$ cat config.mk
export PLATFORM = sky130hd
export DESIGN_NAME = secmem_dumper
export DESIGN_NICKNAME = d
export VERILOG_FILES = /design/src/rtl/secmem_dumper.sv
export SDC_FILE = /design/constraint.sdc
export NUM_CORES = 1
export LEC_CHECK = 0
export ABC_CLOCK_PERIOD_IN_PS = 3680
export BUFFER_PORTS_ARGS = -buffer_cell sky130_fd_sc_hd__buf_4
export CAP_MARGIN = 0
export CORE_ASPECT_RATIO = 0.9
export CORE_UTILIZATION = 60
export DETAILED_ROUTE_END_ITERATION = 6
export GPL_TIMING_DRIVEN = 0
export PLACE_DENSITY = 0.89
export SKIP_LAST_GASP = 1
export SLEW_MARGIN = 10
export SYNTH_ARGS = -nofsm -noshare
export SYNTH_HDL_FRONTEND = slang
export SYNTH_SLANG_ARGS = --single-unit
export TNS_END_PERCENT = 5
$ cat constraint.sdc
create_clock -name clk -period 3.68 [get_ports clk]
set_input_delay 0.552 -clock clk [delete_from_list [all_inputs] [get_ports clk]]
set_output_delay 0.552 -clock clk [all_outputs]
set_load 0.01 [all_outputs]
$ cat src/rtl/secmem_dumper.sv
// Initiator for the secure-memory link: walks all 32 remote addresses, double-samples
// each returned byte for stability (with bounded retries) and keeps the results in a readable buffer.
module secmem_dumper #(
  parameter int unsigned CLK_FREQ      = 103_340_000,
  parameter int unsigned SETTLE_CYCLES = CLK_FREQ / 5,
  parameter int unsigned SAMPLE_GAP    = CLK_FREQ / 20,
  parameter int unsigned MAX_RETRY     = 3,
  parameter logic [2:0]  MODE_SECMEM   = 3'b010
) (
  input  logic        clk,
  input  logic        reset,
  input  logic        start,
  output logic [2:0]  mode_out,
  output logic [4:0]  addr_out,
  output logic        bus_oe,
  input  logic [7:0]  value_in,
  output logic        busy,
  output logic        done,
  output logic [31:0] err_mask,
  input  logic [4:0]  rd_addr,
  output logic [7:0]  rd_data
);

  typedef enum logic [2:0] {
    S_IDLE, S_SETTLE, S_SAMPLE_A, S_GAP, S_SAMPLE_B, S_CHECK, S_NEXT
  } state_t;

  // Values of 0 or 1 both collapse to a single-cycle wait state.
  localparam logic [31:0] SETTLE_LOAD = (SETTLE_CYCLES <= 1) ? 32'd0 : 32'(SETTLE_CYCLES - 1);
  localparam logic [31:0] GAP_LOAD    = (SAMPLE_GAP <= 1)    ? 32'd0 : 32'(SAMPLE_GAP - 1);
  localparam logic [31:0] RETRY_MAX   = 32'(MAX_RETRY);

  state_t      state_q, state_d;
  logic [31:0] cnt_q, cnt_d;
  logic [31:0] retry_q, retry_d;
  logic [4:0]  addr_q, addr_d;
  logic [2:0]  mode_q, mode_d;
  logic        bus_oe_q, bus_oe_d;
  logic        busy_q, busy_d;
  logic        done_q, done_d;
  logic [31:0] err_mask_q, err_mask_d;
  logic [7:0]  s_a_q, s_a_d;
  logic [7:0]  s_b_q, s_b_d;
  logic [7:0]  sync1_q, sync2_q;
  logic [7:0]  rd_data_q;
  logic        wr_en_s;
  logic [7:0]  wr_data_s;
  logic [7:0]  mem_q [32];

  // Two-flop synchronizer for the asynchronous remote value.
  always_ff @(posedge clk) begin
    if (reset) begin
      sync1_q <= 8'h00;
      sync2_q <= 8'h00;
    end else begin
      sync1_q <= value_in;
      sync2_q <= sync1_q;
    end
  end

  // Next-state and registered-output logic of the dump sequencer.
  always_comb begin
    state_d    = state_q;
    cnt_d      = cnt_q;
    retry_d    = retry_q;
    addr_d     = addr_q;
    mode_d     = mode_q;
    bus_oe_d   = bus_oe_q;
    busy_d     = busy_q;
    done_d     = 1'b0;
    err_mask_d = err_mask_q;
    s_a_d      = s_a_q;
    s_b_d      = s_b_q;
    wr_en_s    = 1'b0;
    wr_data_s  = s_a_q;
    case (state_q)
      S_IDLE: begin
        // A start coinciding with the done pulse is dropped.
        if (start && !done_q) begin
          addr_d     = 5'd0;
          retry_d    = 32'd0;
          err_mask_d = 32'd0;
          busy_d     = 1'b1;
          bus_oe_d   = 1'b1;
          mode_d     = MODE_SECMEM;
          cnt_d      = SETTLE_LOAD;
          state_d    = S_SETTLE;
        end else begin
          bus_oe_d = 1'b0;
        end
      end
      S_SETTLE: begin
        if (cnt_q == 32'd0) begin
          state_d = S_SAMPLE_A;
        end else begin
          cnt_d = cnt_q - 32'd1;
        end
      end
      S_SAMPLE_A: begin
        s_a_d   = sync2_q;
        cnt_d   = GAP_LOAD;
        state_d = S_GAP;
      end
      S_GAP: begin
        if (cnt_q == 32'd0) begin
          state_d = S_SAMPLE_B;
        end else begin
          cnt_d = cnt_q - 32'd1;
        end
      end
      S_SAMPLE_B: begin
        s_b_d   = sync2_q;
        state_d = S_CHECK;
      end
      S_CHECK: begin
        if (s_a_q == s_b_q) begin
          wr_en_s   = 1'b1;
          wr_data_s = s_a_q;
          state_d   = S_NEXT;
        end else if (retry_q < RETRY_MAX) begin
          retry_d = retry_q + 32'd1;
          cnt_d   = SETTLE_LOAD;
          state_d = S_SETTLE;
        end else begin
          wr_en_s            = 1'b1;
          wr_data_s          = s_b_q;
          err_mask_d[addr_q] = 1'b1;
          state_d            = S_NEXT;
        end
      end
      S_NEXT: begin
        retry_d = 32'd0;
        if (addr_q == 5'd31) begin
          done_d   = 1'b1;
          busy_d   = 1'b0;
          bus_oe_d = 1'b0;
          mode_d   = 3'b000;
          addr_d   = 5'd0;
          state_d  = S_IDLE;
        end else begin
          addr_d  = addr_q + 5'd1;
          cnt_d   = SETTLE_LOAD;
          state_d = S_SETTLE;
        end
      end
      default: begin
        state_d = S_IDLE;
      end
    endcase
  end

  // Sequencer state and output registers.
  always_ff @(posedge clk) begin
    if (reset) begin
      state_q    <= S_IDLE;
      cnt_q      <= 32'd0;
      retry_q    <= 32'd0;
      addr_q     <= 5'd0;
      mode_q     <= 3'b000;
      bus_oe_q   <= 1'b0;
      busy_q     <= 1'b0;
      done_q     <= 1'b0;
      err_mask_q <= 32'd0;
      s_a_q      <= 8'h00;
      s_b_q      <= 8'h00;
    end else begin
      state_q    <= state_d;
      cnt_q      <= cnt_d;
      retry_q    <= retry_d;
      addr_q     <= addr_d;
      mode_q     <= mode_d;
      bus_oe_q   <= bus_oe_d;
      busy_q     <= busy_d;
      done_q     <= done_d;
      err_mask_q <= err_mask_d;
      s_a_q      <= s_a_d;
      s_b_q      <= s_b_d;
    end
  end

  // Result buffer survives reset so a partial dump can still be read out.
  always_ff @(posedge clk) begin
    if (wr_en_s && !reset) begin
      mem_q[addr_q] <= wr_data_s;
    end
  end

  // Registered read port; a same-cycle write returns the previous contents.
  always_ff @(posedge clk) begin
    if (reset) begin
      rd_data_q <= 8'h00;
    end else begin
      rd_data_q <= mem_q[rd_addr];
    end
  end

  assign mode_out = mode_q;
  assign addr_out = addr_q;
  assign bus_oe   = bus_oe_q;
  assign busy     = busy_q;
  assign done     = done_q;
  assign err_mask = err_mask_q;
  assign rd_data  = rd_data_q;

endmodule
==> impl_table.tex <==
\begin{tabular}{lr}
\hline
Metric & Value \\
\hline
\multicolumn{2}{l}{\textbf{Floorplan}} \\
\quad Std cell rows & between 50 and 60 \\
\quad Core area & $\sim$26000 um\^{}2 \\
\quad Floorplan die height & $\sim$160 um \\
\quad DIE AREA & about 27000 um\^{}2 \\
\quad Top-level I/O count & between 60 and 70 \\
\quad Width of the chip & roughly 170 um \\
\quad Starting Density & 0.610 \\
\multicolumn{2}{l}{\textbf{Synthesis}} \\
\quad Count of yosys warnings during synthesis & 0 \\
\quad Most used flip-flop cell after synthesis & sky130\_fd\_sc\_hd\_\_edfxtp\_1 \\
\quad Fraction of the yosys area taken by sequential cells & 0.670 \\
\quad Area share of and/or/nand/nor cells after synthesis & 0.0971 \\
\quad Post-synth top area cell & sky130\_fd\_sc\_hd\_\_edfxtp\_1 \\
\quad Portion of netlist area occupied by mux cells & 0.125 \\
\quad Synthesized flop and latch total & $\sim$400 \\
\quad Cells taking the most area after synthesis & sky130\_fd\_sc\_hd\_\_edfxtp\_1, sky130\_fd\_sc\_hd\_\_dfxtp\_1, sky130\_fd\_sc\_hd\_\_mux4\_2, sky130\_fd\_sc\_hd\_\_a21oi\_1, sky130\_fd\_sc\_hd\_\_nor2\_1 \\
\quad Share of synthesized cell area in full adder, half adder and majority cells & 0.00631 \\
\quad Synthesized-area fraction occupied by ao, oa, aoi and oai cells & 0.0751 \\
\quad Cells after Synth & around 1100 \\
\quad Ys async rst share & 0 \\
\quad Synth Area per Inst & $\sim$15 um\^{}2 \\
\quad XOR/XNOR share of the synthesized area & 0.00497 \\
\quad Main combinational cell family by area after synthesis & multiplexers \\
\quad Number of distinct library cells after synthesis & 65 \\
\quad Summed instance area of the synthesized netlist & between 15000 and 20000 um\^{}2 \\
\quad Number of synthesized flops with an enable pin & $\sim$260 \\
\quad Share of the synthesized area in the top cell type & 0.485 \\
\multicolumn{2}{l}{\textbf{Clock tree}} \\
\quad CTS-repair resized insts & 0 \\
\quad Clk Latency, worst-skew pair & roughly 540 ps \\
\quad CTS buffer count & 38 \\
\quad Buffers inserted by post-CTS timing repair & 0 \\
\quad Hold buffer count at CTS & 0 \\
\quad TritonCTS clock tree & built \\
\quad Register clock-pin slew on the reported worst setup and hold paths & roughly 60 ps \\
\quad Root buffer selected by CTS & sky130\_fd\_sc\_hd\_\_clkbuf\_16 \\
\quad CTS sink count & between 400 and 500 \\
\quad Count of H-tree levels built during CTS & 2 \\
\quad Maximum buffer depth of the clock tree & 3 \\
\multicolumn{2}{l}{\textbf{STA}} \\
\quad RSZ-0062 raised after global routing & false \\
\quad Final min period & 3370 ps \\
\quad Count of final max-slew check failures & 0 \\
\quad Transition time of the tightest slew-check pin & between 1000 and 1500 ps \\
\quad Setup Viol. Count Final & 0 \\
\quad Post-route clock skew & 18.5 ps \\
\quad Fin Hold WS & $\sim$230 ps \\
\quad Fin. Hold Viols & 0 \\
\quad Slew headroom & 0.310 \\
\quad Ratio of final minimum period to clock period & 0.917 \\
\quad FMAX & 296 MHz \\
\quad Summed negative setup slack over all endpoints & 0 ps \\
\multicolumn{2}{l}{\textbf{Layout}} \\
\quad Ratio of cells with drive above 1 in the final layout & 0.190 \\
\quad Antenna cell count & 0 \\
\quad Area occupied by registers & around 11000 um\^{}2 \\
\quad Post-route insts no fill & roughly 1500 \\
\quad Final std cell area, no fill & roughly 18000 um\^{}2 \\
\quad Area used by multi-input combinational logic & 4910 um\^{}2 \\
\quad Total of fill cells in the finished design & between 1500 and 2000 \\
\quad Net count, final & around 1200 \\
\quad Area grow syn2layout & 13.6\% \\
\multicolumn{2}{l}{\textbf{Route}} \\
\quad Number of iterations in the first detailed-routing pass & 7 \\
\quad Vias post-DR & 10300 \\
\quad Post-Route WL & $\sim$40 mm \\
\quad Routed Antenna Nets & 0 \\
\quad Per-cell via count in the routed design & approximately 6.7 \\
\quad Routed length per instance & roughly 26 um \\
\quad Final routed DRC violation total & 1 \\
\quad Detailed Route Iter0 Violations & approximately 1400 \\
\multicolumn{2}{l}{\textbf{Global routing}} \\
\quad Global-route wire length before repair & just over 60 mm \\
\quad Gr ovfl total & 0 \\
\quad Number of antenna violations at the first check in global routing & 1 \\
\quad Vias in the first global route & between 10000 and 15000 \\
\quad Gr usage total & 0.300 \\
\quad Maximum number of pins on one net before global-route repair & 33 \\
\multicolumn{2}{l}{\textbf{Placed design}} \\
\quad Placed Area & $\sim$17000 um\^{}2 \\
\quad Final weighted congestion in routability-driven placement & approximately 0.95 \\
\quad Port Buf Inserts & 58 \\
\quad Placed instance count & about 1500 \\
\quad Estimated wirelength of the detail-placed design & 24.6 mm \\
\multicolumn{2}{l}{\textbf{Power}} \\
\quad Internal Power & about 7.9 mW \\
\quad Total power per unit cell area & 607 nW/um\^{}2 \\
\quad Switching power total & slightly above 3 mW \\
\quad Maximum vdd ir drop & 0.504 mV \\
\quad Share of power burned in registers & 0.466 \\
\quad Power share of the combinational group & 0.166 \\
\quad Total leakage power & 6.10 nW \\
\quad Net switching fraction of the power & 0.278 \\
\quad Part of the power in the clock network & 0.368 \\
\multicolumn{2}{l}{\textbf{Setup path}} \\
\quad Largest driver fanout on the critical path & 10 \\
\quad Sort of element at the start of the critical path & register \\
\quad Arrival time at the worst endpoint & 3530 ps \\
\quad Critical Path RT & around 3800 ps \\
\quad Endpoint kind of the worst setup timing path & register \\
\quad Worst setup path class & reg -> reg \\
\multicolumn{2}{l}{\textbf{Run status}} \\
\quad Result of the run & finished, violations left \\
\quad Violated checks & DRC \\
\multicolumn{2}{l}{\textbf{Min path}} \\
\quad Kind of path behind the tightest hold check & in -> reg \\
\multicolumn{2}{l}{\textbf{Job}} \\
\quad Count of max-cap constraint violations & 0 \\
\hline
\end{tabular}
worst paths after layout:
path,startpoint,to,slack [ps],cells past startpoint
min,value_in[4],sync1_q[4],230,2
max,state_q[2],mem_q[27][0],310,6
max reg2reg,state_q[2],mem_q[27][0],310,6
min reg2reg,sync1_q[6],sync2_q[6],440,1
cell usage in the layout, fill, tap and decap left out, types with 5 or more instances in the layout:
master	instances
sky130_fd_sc_hd__o21ai_0	31
sky130_fd_sc_hd__buf_4	61
sky130_fd_sc_hd__nor3_1	17
sky130_fd_sc_hd__dfxtp_1	147
sky130_fd_sc_hd__mux2i_1	9
sky130_fd_sc_hd__mux2_2	8
sky130_fd_sc_hd__nor3b_1	14
sky130_fd_sc_hd__and2_1	12
sky130_fd_sc_hd__inv_1	15
sky130_fd_sc_hd__a21oi_1	66
sky130_fd_sc_hd__or3_1	8
sky130_fd_sc_hd__clkinv_2	7
sky130_fd_sc_hd__clkbuf_16	41
sky130_fd_sc_hd__o31ai_1	8
sky130_fd_sc_hd__xnor2_1	8
sky130_fd_sc_hd__nand3b_1	5
sky130_fd_sc_hd__mux4_2	80
sky130_fd_sc_hd__or4_1	11
sky130_fd_sc_hd__nand2b_1	5
sky130_fd_sc_hd__a22o_1	32
sky130_fd_sc_hd__nor4_1	15
sky130_fd_sc_hd__ha_1	8
sky130_fd_sc_hd__nand2_1	50
sky130_fd_sc_hd__buf_1	11
sky130_fd_sc_hd__edfxtp_1	256
sky130_fd_sc_hd__nor2_1	84
sky130_fd_sc_hd__nor2b_1	18
sky130_fd_sc_hd__clkbuf_1	54
sky130_fd_sc_hd__nand4_1	8
sky130_fd_sc_hd__o21ai_1	10
sky130_fd_sc_hd__nand3_1	19
through the flow:
| step | setup WS [ps] | total power, mW | util |
|---|---|---|---|
| after floorplan | 897 | 6.42 | - |
| after global placement | 305 | 6.84 | 0.644 |
| after detailed placement | 168 | 6.91 | 0.644 |
| after CTS | 329 | 10.9 | 0.693 |
| after global routing | 193 | 11.3 | 0.693 |
| final | 306 | 10.9 | 0.693 |
synth_stat cells, types with 3 or more instances:
| library cell | count |
|---|---|
| sky130_fd_sc_hd__o31ai_1 | 9 |
| sky130_fd_sc_hd__mux2i_1 | 9 |
| sky130_fd_sc_hd__a32o_1 | 3 |
| sky130_fd_sc_hd__nor2b_1 | 18 |
| sky130_fd_sc_hd__o21a_1 | 4 |
| sky130_fd_sc_hd__and2_1 | 12 |
| sky130_fd_sc_hd__buf_1 | 11 |
| sky130_fd_sc_hd__nor4_1 | 16 |
| sky130_fd_sc_hd__a22o_1 | 32 |
| sky130_fd_sc_hd__edfxtp_1 | 256 |
| sky130_fd_sc_hd__a21oi_1 | 66 |
| sky130_fd_sc_hd__a311oi_1 | 3 |
| sky130_fd_sc_hd__or4_1 | 11 |
| sky130_fd_sc_hd__or3_1 | 8 |
| sky130_fd_sc_hd__nand3_1 | 19 |
| sky130_fd_sc_hd__mux4_2 | 80 |
| sky130_fd_sc_hd__a211oi_1 | 3 |
| sky130_fd_sc_hd__buf_6 | 3 |
| sky130_fd_sc_hd__nor3_1 | 17 |
| sky130_fd_sc_hd__or2_2 | 3 |
| sky130_fd_sc_hd__nand3b_1 | 5 |
| sky130_fd_sc_hd__o21ai_1 | 10 |
| sky130_fd_sc_hd__ha_1 | 8 |
| sky130_fd_sc_hd__nor2_1 | 84 |
| sky130_fd_sc_hd__buf_4 | 3 |
| sky130_fd_sc_hd__a211o_1 | 4 |
| sky130_fd_sc_hd__inv_1 | 15 |
| sky130_fd_sc_hd__dfxtp_1 | 147 |
| sky130_fd_sc_hd__clkbuf_1 | 44 |
| sky130_fd_sc_hd__and4_1 | 4 |
| sky130_fd_sc_hd__a31oi_1 | 4 |
| sky130_fd_sc_hd__nand4_1 | 8 |
| sky130_fd_sc_hd__nand2_1 | 50 |
| sky130_fd_sc_hd__nand2b_1 | 5 |
| sky130_fd_sc_hd__or4_4 | 3 |
| sky130_fd_sc_hd__nor3b_1 | 14 |
| sky130_fd_sc_hd__mux2_2 | 8 |
| sky130_fd_sc_hd__xnor2_1 | 8 |
| sky130_fd_sc_hd__o21ai_0 | 31 |
| sky130_fd_sc_hd__and3_1 | 3 |
final cells by class:
class                      instances  share of cell area
sequential                       403               0.590
multi-input combinational        591               0.273
clock buffer                      54              0.0613
timing repair buffer              58              0.0242
tap                              348              0.0242
buffer                            62              0.0149
clock inverter                    15             0.00917
inverter                          17             0.00354
cell families after synthesis:
| family | after synthesis |
|---|---|
| and+or+nand+nor | 290 |
| AOI/OAI and AO/OA | 185 |
| DFF | 403 |
| xor gates and xnor gates | 9 |
| buffers and inverters | 79 |
| adders and majority gates | 8 |
| other | 1 |
| muxes | 97 |
per-layer routing:
metal	wire length (um)	vias up	track usage	share of wire
met1	15200	5095	0.391	0.38
li1	-	4365	-	-
met2	19600	722	0.507	0.49
met5	0	-	0	0
met4	1340	0	0.103	0.033
met3	3920	116	0.0593	0.098
critical path, stage by stage (launching register included):
cell                       delay [ps]
sky130_fd_sc_hd__dfxtp_1          310
sky130_fd_sc_hd__clkbuf_1         290
sky130_fd_sc_hd__clkbuf_1         390
sky130_fd_sc_hd__nand2_1          170
sky130_fd_sc_hd__nor2_1           440
sky130_fd_sc_hd__nand3_1          600
sky130_fd_sc_hd__nor2_1           810
power groups by stage:
| stage | combinational, mW | sequential (mW) | clock, mW |
|---|---|---|---|
| after floorplan | 1.26 | 5.15 | 0 |
| after global routing | 1.96 | 5.11 | 4.20 |
| final | 1.81 | 5.10 | 4.03 |
| after global placement | 1.67 | 5.17 | 0 |
| after CTS | 1.76 | 5.09 | 4.02 |
| after detailed placement | 1.73 | 5.18 | 0 |
registers in the layout, indices dropped and copies added, names as in the netlist:
register and flops:
addr_out 5, bus_oe 1, cnt_q 32, done 1, err_mask 32, mem_q 256
mode_out 1, rd_data 8, retry_q 32, s_a_q 8, s_b_q 8, state_q 3
sync1_q 8, sync2_q 8
No activity file was read; power rests on OpenSTA's default activity.
